===== src/rtl/sram_ctrl.sv =====
// Responder for the MMU dev_mem_* port: sequences timed read/write cycles on one
// asynchronous 32-bit SRAM and keeps a one-word read buffer for zero-wait repeat reads.
module sram_ctrl #(
    parameter int ADDR_WIDTH = 20,
    parameter int READ_WAIT  = 2,
    parameter int WE_CYCLES  = 2
) (
    input  logic                  clk,
    input  logic                  rst,
    input  logic [31:0]           mem_addr,
    input  logic [31:0]           mem_data_in,
    output logic [31:0]           mem_data_out,
    input  logic                  mem_is_write,
    output logic                  mem_busy,
    output logic [ADDR_WIDTH-1:0] sram_addr,
    output logic [31:0]           sram_data_o,
    input  logic [31:0]           sram_data_i,
    output logic                  sram_data_oe,
    output logic                  sram_ce_n,
    output logic                  sram_oe_n,
    output logic                  sram_we_n
);

    localparam int MAX_WAIT = (READ_WAIT > WE_CYCLES) ? READ_WAIT : WE_CYCLES;
    localparam int CW       = $clog2(MAX_WAIT + 1);
    localparam logic [CW-1:0] CNT_ONE = CW'(1);

    typedef enum logic [2:0] {
        IDLE,
        RD_WAIT,
        WR_SETUP,
        WR_PULSE,
        WR_HOLD
    } state_t;

    state_t                state, state_nxt;
    logic [CW-1:0]         counter, cnt_nxt;
    logic                  rd_valid;
    logic [ADDR_WIDTH-1:0] rd_tag;
    logic [31:0]           rd_data;
    logic [ADDR_WIDTH-1:0] addr_q;
    logic [31:0]           wdata_q;

    logic                  in_range;
    logic [ADDR_WIDTH-1:0] word;
    logic                  rd_start, rd_capture, wr_start, buf_update;
    logic                  unused_low_bits;

    assign in_range        = (mem_addr[31:ADDR_WIDTH+2] == '0);
    assign word            = mem_addr[ADDR_WIDTH+1:2];
    assign unused_low_bits = ^mem_addr[1:0];
    assign sram_data_o     = wdata_q;

    always_comb begin
        state_nxt    = state;
        cnt_nxt      = counter;
        mem_busy     = 1'b0;
        mem_data_out = 32'h0;
        sram_addr    = addr_q;
        sram_ce_n    = 1'b1;
        sram_oe_n    = 1'b1;
        sram_we_n    = 1'b1;
        sram_data_oe = 1'b0;
        rd_start     = 1'b0;
        rd_capture   = 1'b0;
        wr_start     = 1'b0;
        buf_update   = 1'b0;

        case (state)
            IDLE: begin
                if (mem_is_write) begin
                    if (in_range) begin
                        mem_busy  = 1'b1;
                        wr_start  = 1'b1;
                        state_nxt = WR_SETUP;
                    end
                end else if (in_range) begin
                    if (READ_WAIT == 0) begin
                        sram_addr    = word;
                        sram_ce_n    = 1'b0;
                        sram_oe_n    = 1'b0;
                        mem_data_out = sram_data_i;
                    end else if (rd_valid && rd_tag == word) begin
                        mem_data_out = rd_data;
                    end else begin
                        mem_busy  = 1'b1;
                        sram_addr = word;
                        sram_ce_n = 1'b0;
                        sram_oe_n = 1'b0;
                        rd_start  = 1'b1;
                        // A single wait cycle completes at the end of this very cycle.
                        if (READ_WAIT == 1) begin
                            rd_capture = 1'b1;
                        end else begin
                            cnt_nxt   = CW'(READ_WAIT);
                            state_nxt = RD_WAIT;
                        end
                    end
                end
            end
            RD_WAIT: begin
                mem_busy  = 1'b1;
                sram_addr = rd_tag;
                sram_ce_n = 1'b0;
                sram_oe_n = 1'b0;
                cnt_nxt   = counter - CNT_ONE;
                if (cnt_nxt == CNT_ONE) begin
                    rd_capture = 1'b1;
                    cnt_nxt    = '0;
                    state_nxt  = IDLE;
                end
            end
            WR_SETUP: begin
                mem_busy     = 1'b1;
                sram_ce_n    = 1'b0;
                sram_data_oe = 1'b1;
                cnt_nxt      = CW'(WE_CYCLES);
                state_nxt    = WR_PULSE;
            end
            WR_PULSE: begin
                mem_busy     = 1'b1;
                sram_ce_n    = 1'b0;
                sram_we_n    = 1'b0;
                sram_data_oe = 1'b1;
                cnt_nxt      = counter - CNT_ONE;
                if (counter == CNT_ONE) begin
                    cnt_nxt   = '0;
                    state_nxt = WR_HOLD;
                end
            end
            WR_HOLD: begin
                mem_busy     = 1'b1;
                sram_ce_n    = 1'b0;
                sram_data_oe = 1'b1;
                buf_update   = rd_valid && (rd_tag == addr_q);
                state_nxt    = IDLE;
            end
            default: state_nxt = IDLE;
        endcase

        // Reset must quiet the bus immediately, even mid-access.
        if (!rst) begin
            mem_busy     = 1'b0;
            mem_data_out = 32'h0;
            sram_ce_n    = 1'b1;
            sram_oe_n    = 1'b1;
            sram_we_n    = 1'b1;
            sram_data_oe = 1'b0;
            rd_start     = 1'b0;
            rd_capture   = 1'b0;
            wr_start     = 1'b0;
            buf_update   = 1'b0;
        end
    end

    always_ff @(posedge clk or negedge rst) begin
        if (!rst) begin
            state    <= IDLE;
            counter  <= '0;
            rd_valid <= 1'b0;
        end else begin
            state   <= state_nxt;
            counter <= cnt_nxt;
            if (rd_capture)
                rd_valid <= 1'b1;
            else if (rd_start)
                rd_valid <= 1'b0;
        end
    end

    always_ff @(posedge clk) begin
        if (rd_start)
            rd_tag <= word;
        if (rd_capture)
            rd_data <= sram_data_i;
        else if (buf_update)
            rd_data <= wdata_q;
        if (wr_start) begin
            addr_q  <= word;
            wdata_q <= mem_data_in;
        end
    end

    assert property (@(posedge clk) disable iff (!rst) !(mem_is_write && state != IDLE))
        else $warning("sram_ctrl: mem_is_write while an access is in progress was ignored");

    assert property (@(posedge clk) !(!sram_oe_n && sram_data_oe))
        else $error("sram_ctrl: SRAM output enable and data drive active together");

endmodule

===== config.mk =====
export PLATFORM = sky130hd
export DESIGN_NAME = sram_ctrl
export DESIGN_NICKNAME = d
export VERILOG_FILES = /design/src/rtl/sram_ctrl.sv
export SDC_FILE = /design/constraint.sdc
export NUM_CORES = 1
export LEC_CHECK = 0
export BUFFER_PORTS_ARGS = -buffer_cell sky130_fd_sc_hd__buf_2
export CAP_MARGIN = 25
export CORE_UTILIZATION = 45
export DETAILED_ROUTE_END_ITERATION = 8
export GPL_TIMING_DRIVEN = 0
export PLACE_DENSITY = 0.76
export SLEW_MARGIN = 20
export SYNTH_ARGS = -nofsm -noshare
export SYNTH_HDL_FRONTEND = slang
export SYNTH_SLANG_ARGS = --single-unit

===== constraint.sdc =====
create_clock -name clk -period 4 [get_ports clk]
set_input_delay 0.2 -clock clk [delete_from_list [all_inputs] [get_ports clk]]
set_output_delay 0.2 -clock clk [all_outputs]
set_load 0.01 [all_outputs]

======== Word level (Yosys, flattened, before mapping) ========
Cells that the tools add are included.
operators by class
  $add $sub $neg .......................... 1
  multiply operators ...................... 0
  divide/modulo/power cells ............... 0
  order comparisons ....................... 0
  equality and inequality tests ........... 14
  shifts and indexed selects .............. 0
  multiplexer cells ....................... 54
  bitwise logic cells ..................... 0
  reduce and logical (&&, ||, !) cells .... 11
operators with widths
  operator                                          number
  two-way mux 32 bit                                7
  two-way mux 20 bit                                3
  == test 20 bit                                    2
  case mux 20 bit (2 select lines)                  1
  two-way mux 1 bit                                 27
  two-way mux 3 bit                                 6
  case mux 3 bit (4 select lines)                   1
  zero test 10 bit                                  1
  two-way mux 2 bit                                 5
  inequality test 2 bit, second input constant      5
  case mux 2 bit (4 select lines)                   1
  AND reduction 4 bit                               2
  == test 3 x 2 -> 1 bit, second input constant     2
  case mux 1 bit (2 select lines)                   3
  == test 2 x 1 -> 1 bit, second input constant     2
  nonzero test 2 bit                                2
  nonzero test 4 bit                                1
  OR reduction 4 bit                                1
  == test 3 x 1 -> 1 bit, second input constant     1
  == test 3 bit, second input constant              1
  zero test 3 bit                                   1
  inequality test 3 bit, second input constant      1
  OR reduction 3 bit                                1
  logical AND 1 bit                                 2
  subtractor 2 x 1 -> 2 bit, second input constant  1
word-level totals
  flip-flop bits (word level) ............. 110
  latch bits .............................. 0
  RAM bits ................................ 0
  bits in read-only memories .............. 0
  bits of input ports ..................... 99
  output and inout bits ................... 89
  word-level logic and storage cells ...... 87
  memories ................................ 0

======== Depth between registers and ports, before layout ========
Gate-level depths: netlist (run 1).
  depth in word-level cells ............... 9
  mapped depth ............................ 8
  mapped depth without buffers ............ 7

======== Least setup slack after synthesis (run 1) ========
No wires, ideal clock.
  kind .................................... register -> register
  start point ............................. reg state[0]
  end point ............................... reg addr_q[0], enable pin
  setup time .............................. 462 ps
  data arrival time ....................... 3,351 ps
  setup slack ............................. 187 ps
  cell stages (with the launch flop) ...... 7
  clock period less this slack ............ 3,813 ps
  cells stage by stage .................... dfrtp_1 buf_2 or2_1 clkbuf_1 nor2_1 nand3_1 nor2_1
between the ends
  word-level cells in the longest chain between the ends .. 3
RTL lines
  item                      RTL line  RTL
  start: declaration        36        state_t state, state_nxt;
  start signal: assignment  162       state <= state_nxt;
  zero test 3 bit           69        case (state)
  two-way mux 1 bit         69
  two-way mux 1 bit         142       if (!rst) begin
  net wr_start              46        logic rd_start, rd_capture, wr_start, buf_update;
  end signal: assignment    179       addr_q <= word;
  end: declaration          41        logic [ADDR_WIDTH-1:0] addr_q;
The timed path passes the listed nets, and every way through them passes these cells.
A chain may end at the register's enable or synchronous reset.

======== Worst setup path after layout (run 1) ========
  start point ............................. reg rd_tag[11]
  end point ............................... out sram_addr[0]
between the ends
  word-level cells in the longest chain between the ends .. 6
RTL lines
  item                              RTL line  RTL
  start: declaration                39        logic [ADDR_WIDTH-1:0] rd_tag;
  start signal: assignment          173       rd_tag <= word;
  == test 20 bit                    83        end else if (rd_valid && rd_tag == word) begin
  logical AND 1 bit                 83
  two-way mux 20 bit                83
  two-way mux 20 bit                77        end else if (in_range) begin
  two-way mux 20 bit                71        if (mem_is_write) begin
  case mux 20 bit (2 select lines)  69
  end: declaration                  15        output logic [ADDR_WIDTH-1:0] sram_addr,
Every way passes these cells.

==> results of run 1 <==
[power breakdown]
| part | switching (W) | total (W) | internal (W) |
|---|---|---|---|
| Combinational | 0.000440 | 0.000731 | 0.000292 |
| Sequential | 0.0000306 | 0.00137 | 0.00134 |
| Clock | 0.000381 | 0.000796 | 0.000415 |
[kinds of logic (layout without fill, tap and decap cells)]
| logic type | after synthesis | in the layout | synth area share, % |
|---|---|---|---|
| buf+inv | 28 | 230 | 2.34 |
| simple gates | 117 | 117 | 12.0 |
| fa+ha+maj | 3 | 3 | 0.716 |
| mux | 34 | 34 | 7.25 |
| other cells | 0 | 1 | 0 |
| xor+xnor | 40 | 40 | 6.68 |
| flops | 110 | 110 | 62.4 |
| compound gates | 60 | 60 | 8.54 |
[worst register-to-register path, stage by stage, from the launching register on]
cell	delay (ps)
dfrtp_1	320
buf_2	170
nor2b_1	390
and2_1	240
and3_1	160
buf_2	200
buf_4	230
a21o_2	590
[sequential cells by signal, summed over array words and instances, names as in the netlist]
name         cells
addr_q          20
counter          2
rd_data         32
rd_tag          20
rd_valid         1
sram_data_o     32
state            3
[cell usage after synthesis (all sizes together) (6+ instances only)]
cell type | count | area share [%]
clkbuf | 15 | 1.1
o211ai | 43 | 6.2
mux2 | 32 | 6.9
nor4 | 7 | 1.5
dfrtp | 6 | 2.9
edfxtp | 104 | 60
nand4 | 6 | 0.84
and2 | 34 | 4.1
nor2 | 8 | 0.57
xnor2 | 21 | 3.5
nand2 | 45 | 3.2
buf | 8 | 0.91
xor2 | 19 | 3.2
[timing repair]
action                                  CTS  global route
endpoints found under the setup margin    0             0
hold buffers                              1             0
hold endpoints to repair                  6             0
[area by class of cell]
class | count | area share (%)
clock buffer | 10 | 3.44
buffer | 23 | 1.56
sequential | 110 | 49.1
timing repair buffer | 188 | 14.6
antenna | 1 | 0.0375
clock inverter | 4 | 0.394
tap | 143 | 2.68
multi-input combinational | 254 | 27.9
inverter | 5 | 0.282
[through the flow]
step           cell area, µm²  cells
2_1_floorplan            5240    392
3_3_place_gp             6350    720
3_5_place_dp             6400    722
4_1_cts                  6660    737
5_1_grt                  6670    738
6_report                 6670    738
[routing by layer]
metal  up-vias  track usage, %  share of wire (%)
met5         -               0                  0
met1      1832            25.9                 39
met2       178            36.3                 49
li1       1851               -                  -
met4         0            7.52                2.2
met3        18            7.17                9.8
[how the worst max path moves through the flow]
stage / slack [ps] / startpoint / to / cells after the start
2_1_floorplan: 190 / state[0] / addr_q[0] / 6
3_3_place_gp: -1310 / state[0] / sram_data_o[19] / 6
3_5_place_dp: 1280 / state[0] / rd_data[10] / 7
4_1_cts: 1100 / rd_tag[16] / mem_data_out[25] / 7
5_1_grt: 960 / rd_tag[13] / mem_data_out[16] / 7
6_report: 1110 / rd_tag[11] / sram_addr[0] / 7
==> results.json, run 1 <==
{
  "outcome": "completed",
  "hold_depth": 1,
  "grt_max_degree": 33,
  "dp_slack_ps": 1280,
  "vias": 3879,
  "io_pins": 188,
  "ys_ff_latch": 110,
  "yosys_most_used_dff": "edfxtp_1",
  "dr.pass1.iters": 4,
  "crit_buf_inv": 2,
  "finalSetupTns_ps": 0,
  "syn_avg_cell_area_um2": 13.4,
  "ff2ff_path_depth": 7,
  "cts_resized": 0,
  "fin_hold_ws_ps": 22.1,
  "min_period_ps": 2890,
  "die_x_um": 110,
  "yosysUniqueCellTypes": 40,
  "cts.clk_slew.worst_paths_ps": 70,
  "syn_nets": 494,
  "rsz0062_at_grt": "false",
  "cts_made_buffers": 9,
  "place.gp.congestion": 0.878,
  "final_common_cell": "buf_2",
  "area_growth_pct": 27.1,
  "path_max_fanout": 10,
  "track_usage_pct": 21.6,
  "power_leakage_nw": 2.68,
  "min_from": "mem_data_in[2]",
  "crit_type": "flop to primary output",
  "dp_hpwl_mm": 9.64,
  "grt_pass1_vias": 3637,
  "drtAntennaViolNets": 0,
  "final_cell_mix": "buf_2 (190), edfxtp_1 (104), nand2_1 (45)",
  "critPathLaunchType": "flop",
  "grt_pass1_wl_mm": 18.9,
  "num_rows": 39,
  "die_area_mm2": 0.0121,
  "rr_startpoint": "state[0]",
  "slowest_stage": "edfxtp_1",
  "crit-reg2reg-capture": "rd_data[25]",
  "synth_edf_count": 104,
  "drtIter0Drc": 158,
  "routed_wirelength_mm": 13.0,
  "core_area_mm2": 0.0114,
  "period_share_pct": 72.3,
  "die_y_um": 110,
  "end_kind": "primary output",
  "drc": 0,
  "worst_slack_ps": 1110,
  "maxCapViolCount": 0,
  "worstHoldPathType": "input port to flop",
  "pwr_density_cell_mw_per_mm2": 435,
  "arrival_ps": 2690,
  "holdPathEnd": "sram_data_o[2]",
  "ys_seq_area_share_pct": 62.4,
  "synth_area_mm2": 0.00524,
  "regArea_mm2": 0.00327,
  "clock_skew_ps": 5.46,
  "drive_gt1_share_pct": 36.0,
  "crit_path_cell_trace": "xor2_1 -> nor4_1 -> nand3_1 -> o21a_1 -> clkbuf_1 -> o211ai_1 -> buf_2",
  "async_reset_ff_share_pct": 5.45,
  "finalMaxSlewViolations": 0,
  "initial_core_util_pct": 46.1,
  "antenna_found_initial": 1,
  "multi_input_area_mm2": 0.00186,
  "slowest_delay_ps": 440,
  "wire_per_inst_um": 17.6,
  "clock-sinks": 110,
  "fill_cells": 919,
  "tightest_slew_ps": 888,
  "syn_inst": 392,
  "yosysWarnings": 0,
  "relSlewSlack_pct": 40.8,
  "ir_drop_mv": 0.401,
  "cts_buffer_depth": 2,
  "cts_setup_buffers": 0,
  "timing.fmax_mhz": 346,
  "clockRootBuffer": "clkbuf_16",
  "grt-ovfl-total": 0,
  "nets": 693,
  "setup_viol": 0,
  "cp_top_family": "compound AO/OA/AOI/OAI gates",
  "finalHoldViolations": 0,
  "final_util_pct": 58.6,
  "cts_tree": "done",
  "p_total_w": 0.00290,
  "vias_per_cell": 5.26,
  "io_buffers": 185,
  "clock_insertion_delay_worst_skew_ps": 350,
  "htreeDepth": 3,
  "cp.required_ps": 3800,
  "r2r_slack_ps": 1310
}
(Power assumes the default switching activity.)
==> run 2, diff against run 1 <==
--- a/config.mk
+++ b/config.mk
@@ -7,10 +7,10 @@
 export LEC_CHECK = 0
 export BUFFER_PORTS_ARGS = -buffer_cell sky130_fd_sc_hd__buf_2
 export CAP_MARGIN = 25
-export CORE_UTILIZATION = 45
+export CORE_UTILIZATION = 50
 export DETAILED_ROUTE_END_ITERATION = 8
 export GPL_TIMING_DRIVEN = 0
-export PLACE_DENSITY = 0.76
+export PLACE_DENSITY = 0.8
 export SLEW_MARGIN = 20
 export SYNTH_ARGS = -nofsm -noshare
 export SYNTH_HDL_FRONTEND = slang
==> constraint.sdc (replaced) <==
create_clock -name clk -period 2.9 [get_ports clk]
set_input_delay 0.145 -clock clk [delete_from_list [all_inputs] [get_ports clk]]
set_output_delay 0.145 -clock clk [all_outputs]
set_load 0.01 [all_outputs]
==> run 2 against run 1 <==
  * Clock-buffer cell count is 1 lower
  * Wire length is 9.8% higher
  * Register-to-register slack worse by 960 ps
  * Largest cell class unchanged
  * Die area is 9.8% lower
  * Highest routed layer unchanged
  * Non-clock buffer count is 55 higher
  * Worst hold slack worse by 5.7 ps
  * Combinational power is 48% higher
==> results.json, run 2 (same netlist as run 1, synthesis figures left out) <==
{
  "drtIter0Drc": 238,
  "slowest_stage": "edfxtp_1",
  "relSlewSlack_pct": 41.6,
  "worst_slack_ps": 101,
  "arrival_ps": 2650,
  "clock-sinks": 110,
  "grt_pass1_wl_mm": 22.2,
  "cp.required_ps": 2760,
  "core_area_mm2": 0.0102,
  "worstHoldPathType": "input port to flop",
  "timing.fmax_mhz": 357,
  "vias_per_cell": 5.37,
  "r2r_slack_ps": 350,
  "final_cell_mix": "buf_2 (189), edfxtp_1 (104), dlygate4sd3_1 (52)",
  "finalMaxSlewViolations": 0,
  "initial_core_util_pct": 51.3,
  "drtAntennaViolNets": 0,
  "cts.clk_slew.worst_paths_ps": 110,
  "critPathLaunchType": "flop",
  "pwr_density_cell_mw_per_mm2": 551,
  "num_rows": 37,
  "maxCapViolCount": 0,
  "drive_gt1_share_pct": 34.9,
  "final_common_cell": "buf_2",
  "crit_type": "flop to primary output",
  "finalSetupTns_ps": 0,
  "outcome": "completed",
  "dp_slack_ps": 182,
  "track_usage_pct": 26.7,
  "cts_made_buffers": 9,
  "finalHoldViolations": 0,
  "clockRootBuffer": "clkbuf_8",
  "drc": 0,
  "cts_tree": "done",
  "nets": 748,
  "setup_viol": 0,
  "vias": 4231,
  "fin_hold_ws_ps": 16.3,
  "crit_path_cell_trace": "xor2_1 -> nor4_2 -> nand4_2 -> o21a_1 -> clkbuf_1 -> o211ai_1 -> buf_2",
  "min_period_ps": 2800,
  "grt_pass1_vias": 4331,
  "grt_max_degree": 33,
  "dp_hpwl_mm": 9.74,
  "antenna_found_initial": 1,
  "routed_wirelength_mm": 14.2,
  "ff2ff_path_depth": 6,
  "rsz0062_at_grt": "false",
  "ir_drop_mv": 0.393,
  "clock_skew_ps": 17.9,
  "period_share_pct": 96.5,
  "power_leakage_nw": 2.90,
  "wire_per_inst_um": 18.1,
  "grt-ovfl-total": 0,
  "tightest_slew_ps": 875,
  "io_buffers": 185,
  "die_x_um": 104,
  "dr.pass1.iters": 5,
  "end_kind": "primary output",
  "cts_buffer_depth": 2,
  "io_pins": 188,
  "slowest_delay_ps": 470,
  "area_growth_pct": 37.0,
  "fill_cells": 702,
  "die_area_mm2": 0.0109,
  "hold_depth": 1,
  "die_y_um": 104,
  "place.gp.congestion": 0.876,
  "htreeDepth": 3,
  "path_max_fanout": 10,
  "p_total_w": 0.00396,
  "clock_insertion_delay_worst_skew_ps": 390
}
run 2: where the power goes:
| group | total, W | internal [W] | switching, W |
|---|---|---|---|
| clock | 0.000989 | 0.000421 | 0.000568 |
| sequential | 0.00189 | 0.00185 | 0.0000453 |
| combinational | 0.00108 | 0.000452 | 0.000629 |
run 2: critical path: cells and delay by family, from the launching register on:
family	cells	cell delay (ps)
AND/OR/NAND/NOR	2	590
AO/OA/AOI/OAI	2	580
flip-flops	1	470
buffers and inverters	2	440
XOR/XNOR	1	190
run 2: layout make-up:
type | count | area (µm²) | share of cell area, %
flip-flops and latches | 110 | 3270 | 45.6
multi-input cells | 254 | 1880 | 26.1
repair buffers | 243 | 1520 | 21.2
well taps | 136 | 170 | 2.37
clock buffers | 9 | 124 | 1.72
plain buffers | 23 | 109 | 1.51
clock inverters | 7 | 88.8 | 1.24
inverters | 5 | 18.8 | 0.261
diodes | 1 | 2.50 | 0.0348
run 2: path summary, 6_finish.rpt:
| kind | from | endpoint |
|---|---|---|
| max | rd_tag[3] | sram_addr[17] |
| min | mem_addr[12] | addr_q[10] |
| max reg2reg | rd_tag[3] | rd_tag[9] |
| min reg2reg | counter[1] | counter[1] |
| max in group asynchronous | rst | state[0] |
| min in group asynchronous | rst | state[2] |
run 2: routing by layer:
layer,vias to the layer above,track usage [%],part of all wire [%]
li1,1967,-,-
met1,2021,31.6,39
met2,213,47.1,52
met3,30,4.39,6.7
met4,0,12.7,2.8
met5,-,0,0
run 2: timing repair:
action | 4_1_cts | 5_1_grt
hold endpoints to repair | 76 | 0
gates cloned | 0 | 0
hold buffers | 52 | 0
pin swaps | 2 | 3
resized for setup | 0 | 10
setup buffers | 2 | 2
setup endpoints to repair | 3 | 78
run 2: per-stage QoR:
stage,cell area (µm²),instances,utilization [%]
after global routing,7190,788,70.2
after CTS,7140,785,69.8
after global placement,6350,713,62.0
final,7190,788,70.2
after floorplan,5250,392,-
after detailed placement,6400,715,62.5
==> run 3, diff against run 2 <==
==> constraint.sdc (replaced) <==
create_clock -name clk -period 3.2 [get_ports clk]
set_input_delay 0.16 -clock clk [delete_from_list [all_inputs] [get_ports clk]]
set_output_delay 0.16 -clock clk [all_outputs]
set_load 0.01 [all_outputs]
==> run 3 against run 2 <==
  * Worst setup slack better by 82 ps
  * Critical path depth is 2 higher
  * Clock-buffer cell count is 1 higher
  * Flip-flop and latch count stayed put
==> results.json, run 3 (same netlist as run 1, synthesis figures left out) <==
{
  "n_antenna_cell": 0,
  "finalMaxSlewViolations": 0,
  "rsz0062_at_grt": "false",
  "dp_hpwl_mm": 9.79,
  "critPathLaunchType": "input port",
  "maxCapViolCount": 0,
  "worst_slack_ps": 183,
  "wl_met3_um": 902,
  "nets": 728,
  "cts_tree": "done",
  "finalSetupTns_ps": 0,
  "die_area_mm2": 0.0109,
  "pwr_density_cell_mw_per_mm2": 493,
  "routed_wirelength_mm": 13.9,
  "period_share_pct": 94.3,
  "track_usage_pct": 26.2,
  "core_area_mm2": 0.0102,
  "place.gp.congestion": 0.851,
  "drtAntennaViolNets": 0,
  "outcome": "completed",
  "die_x_um": 104,
  "grt_max_degree": 33,
  "htreeDepth": 3,
  "cts.clk_slew.worst_paths_ps": 100,
  "grt_pass1_vias": 4235,
  "cts_made_buffers": 9,
  "place_inst": 715,
  "cts_buffer_depth": 2,
  "vias": 4144,
  "timing.fmax_mhz": 332,
  "io_pins": 188,
  "drive_gt1_share_pct": 34.4,
  "die_y_um": 104,
  "final_common_cell": "buf_2",
  "drtIter0Drc": 242,
  "worstHoldPathType": "input port to flop",
  "initial_core_util_pct": 51.3,
  "arrival_ps": 2860,
  "power_leakage_nw": 2.79,
  "relSlewSlack_pct": 41.9,
  "grt-ovfl-total": 0,
  "wl_met2_mm": 7.14,
  "io_buffers": 185,
  "highest_layer": "met4",
  "wire_per_inst_um": 18.2,
  "r2r_slack_ps": 460,
  "crit_type": "input port to primary output",
  "vias_per_cell": 5.40,
  "end_kind": "primary output",
  "clock-sinks": 110,
  "cp.required_ps": 3040,
  "dp_slack_ps": 471,
  "dr.pass1.iters": 4,
  "cts_resized": 0,
  "grt_pass1_wl_mm": 21.8,
  "antenna_found_initial": 0,
  "clock_insertion_delay_worst_skew_ps": 370,
  "fin_cells": 767,
  "ir_drop_mv": 0.424,
  "final_util_pct": 67.7,
  "min_period_ps": 3020,
  "clockRootBuffer": "clkbuf_8",
  "finalHoldViolations": 0,
  "area_growth_pct": 32.1,
  "wl_met1_mm": 5.40,
  "final_cell_mix": "buf_2 (190), edfxtp_1 (104), nand2_1 (45)",
  "drc": 0,
  "tightest_slew_ps": 871,
  "clock_skew_ps": 12.7,
  "path_max_fanout": 10,
  "num_rows": 37,
  "setup_viol": 0
}
[run 3: where the power goes]
part           switching [W]  internal [W]
combinational       0.000555      0.000393
clock               0.000463      0.000288
sequential         0.0000388       0.00168
[run 3: critical path, cell delays in order]
cell and delay [ps]:
dlygate4sd3_1 550, buf_2 150, xor2_1 170, nor4_2 390, nand4_2 340, o21a_1 290, clkbuf_1 260, o211ai_1 350
buf_2 190
[run 3: path summary, 6_finish.rpt]
path / endpoint / cells past startpoint / start
max: sram_addr[17] / 9 / mem_addr[18]
min: addr_q[7] / 1 / mem_addr[9]
max reg2reg: rd_data[9] / 7 / state[0]
min reg2reg: rd_valid / 1 / rd_valid
max in group asynchronous: state[0] / 2 / rst
min in group asynchronous: counter[1] / 2 / rst
[run 3: what timing repair did]
item                                    in CTS  in global routing
setup buffers                                0                  0
hold endpoints to repair                    43                  0
hold buffers                                36                  0
endpoints found under the setup margin       0                  0
[run 3: cell type report]
| type | count | area (µm²) |
|---|---|---|
| Clock inverter | 6 | 43.8 |
| Clock buffer | 10 | 128 |
| Fill cell | 719 | 3300 |
| Tap cell | 136 | 170 |
| Buffer | 23 | 104 |
| Timing Repair Buffer | 223 | 1330 |
| Inverter | 5 | 18.8 |
| Sequential cell | 110 | 3270 |
| Multi-Input combinational cell | 254 | 1860 |
[run 3: through the flow]
step / area [µm²] / hold slack [ps] / power, W
2_1_floorplan: 5250 / -136 / 0.00231
3_3_place_gp: 6340 / 0.399 / 0.00262
3_5_place_dp: 6400 / 7.54 / 0.00265
4_1_cts: 6930 / 2.46 / 0.00343
5_1_grt: 6930 / 2.01 / 0.00357
6_report: 6930 / 20.2 / 0.00341
[run 3: routing by layer]
| metal | track usage [%] | vias to the layer above |
|---|---|---|
| met2 | 45.3 | 211 |
| met3 | 5.14 | 36 |
| met4 | 12.3 | 0 |
| met5 | 0 | - |
| li1 | - | 1921 |
| met1 | 31.3 | 1976 |
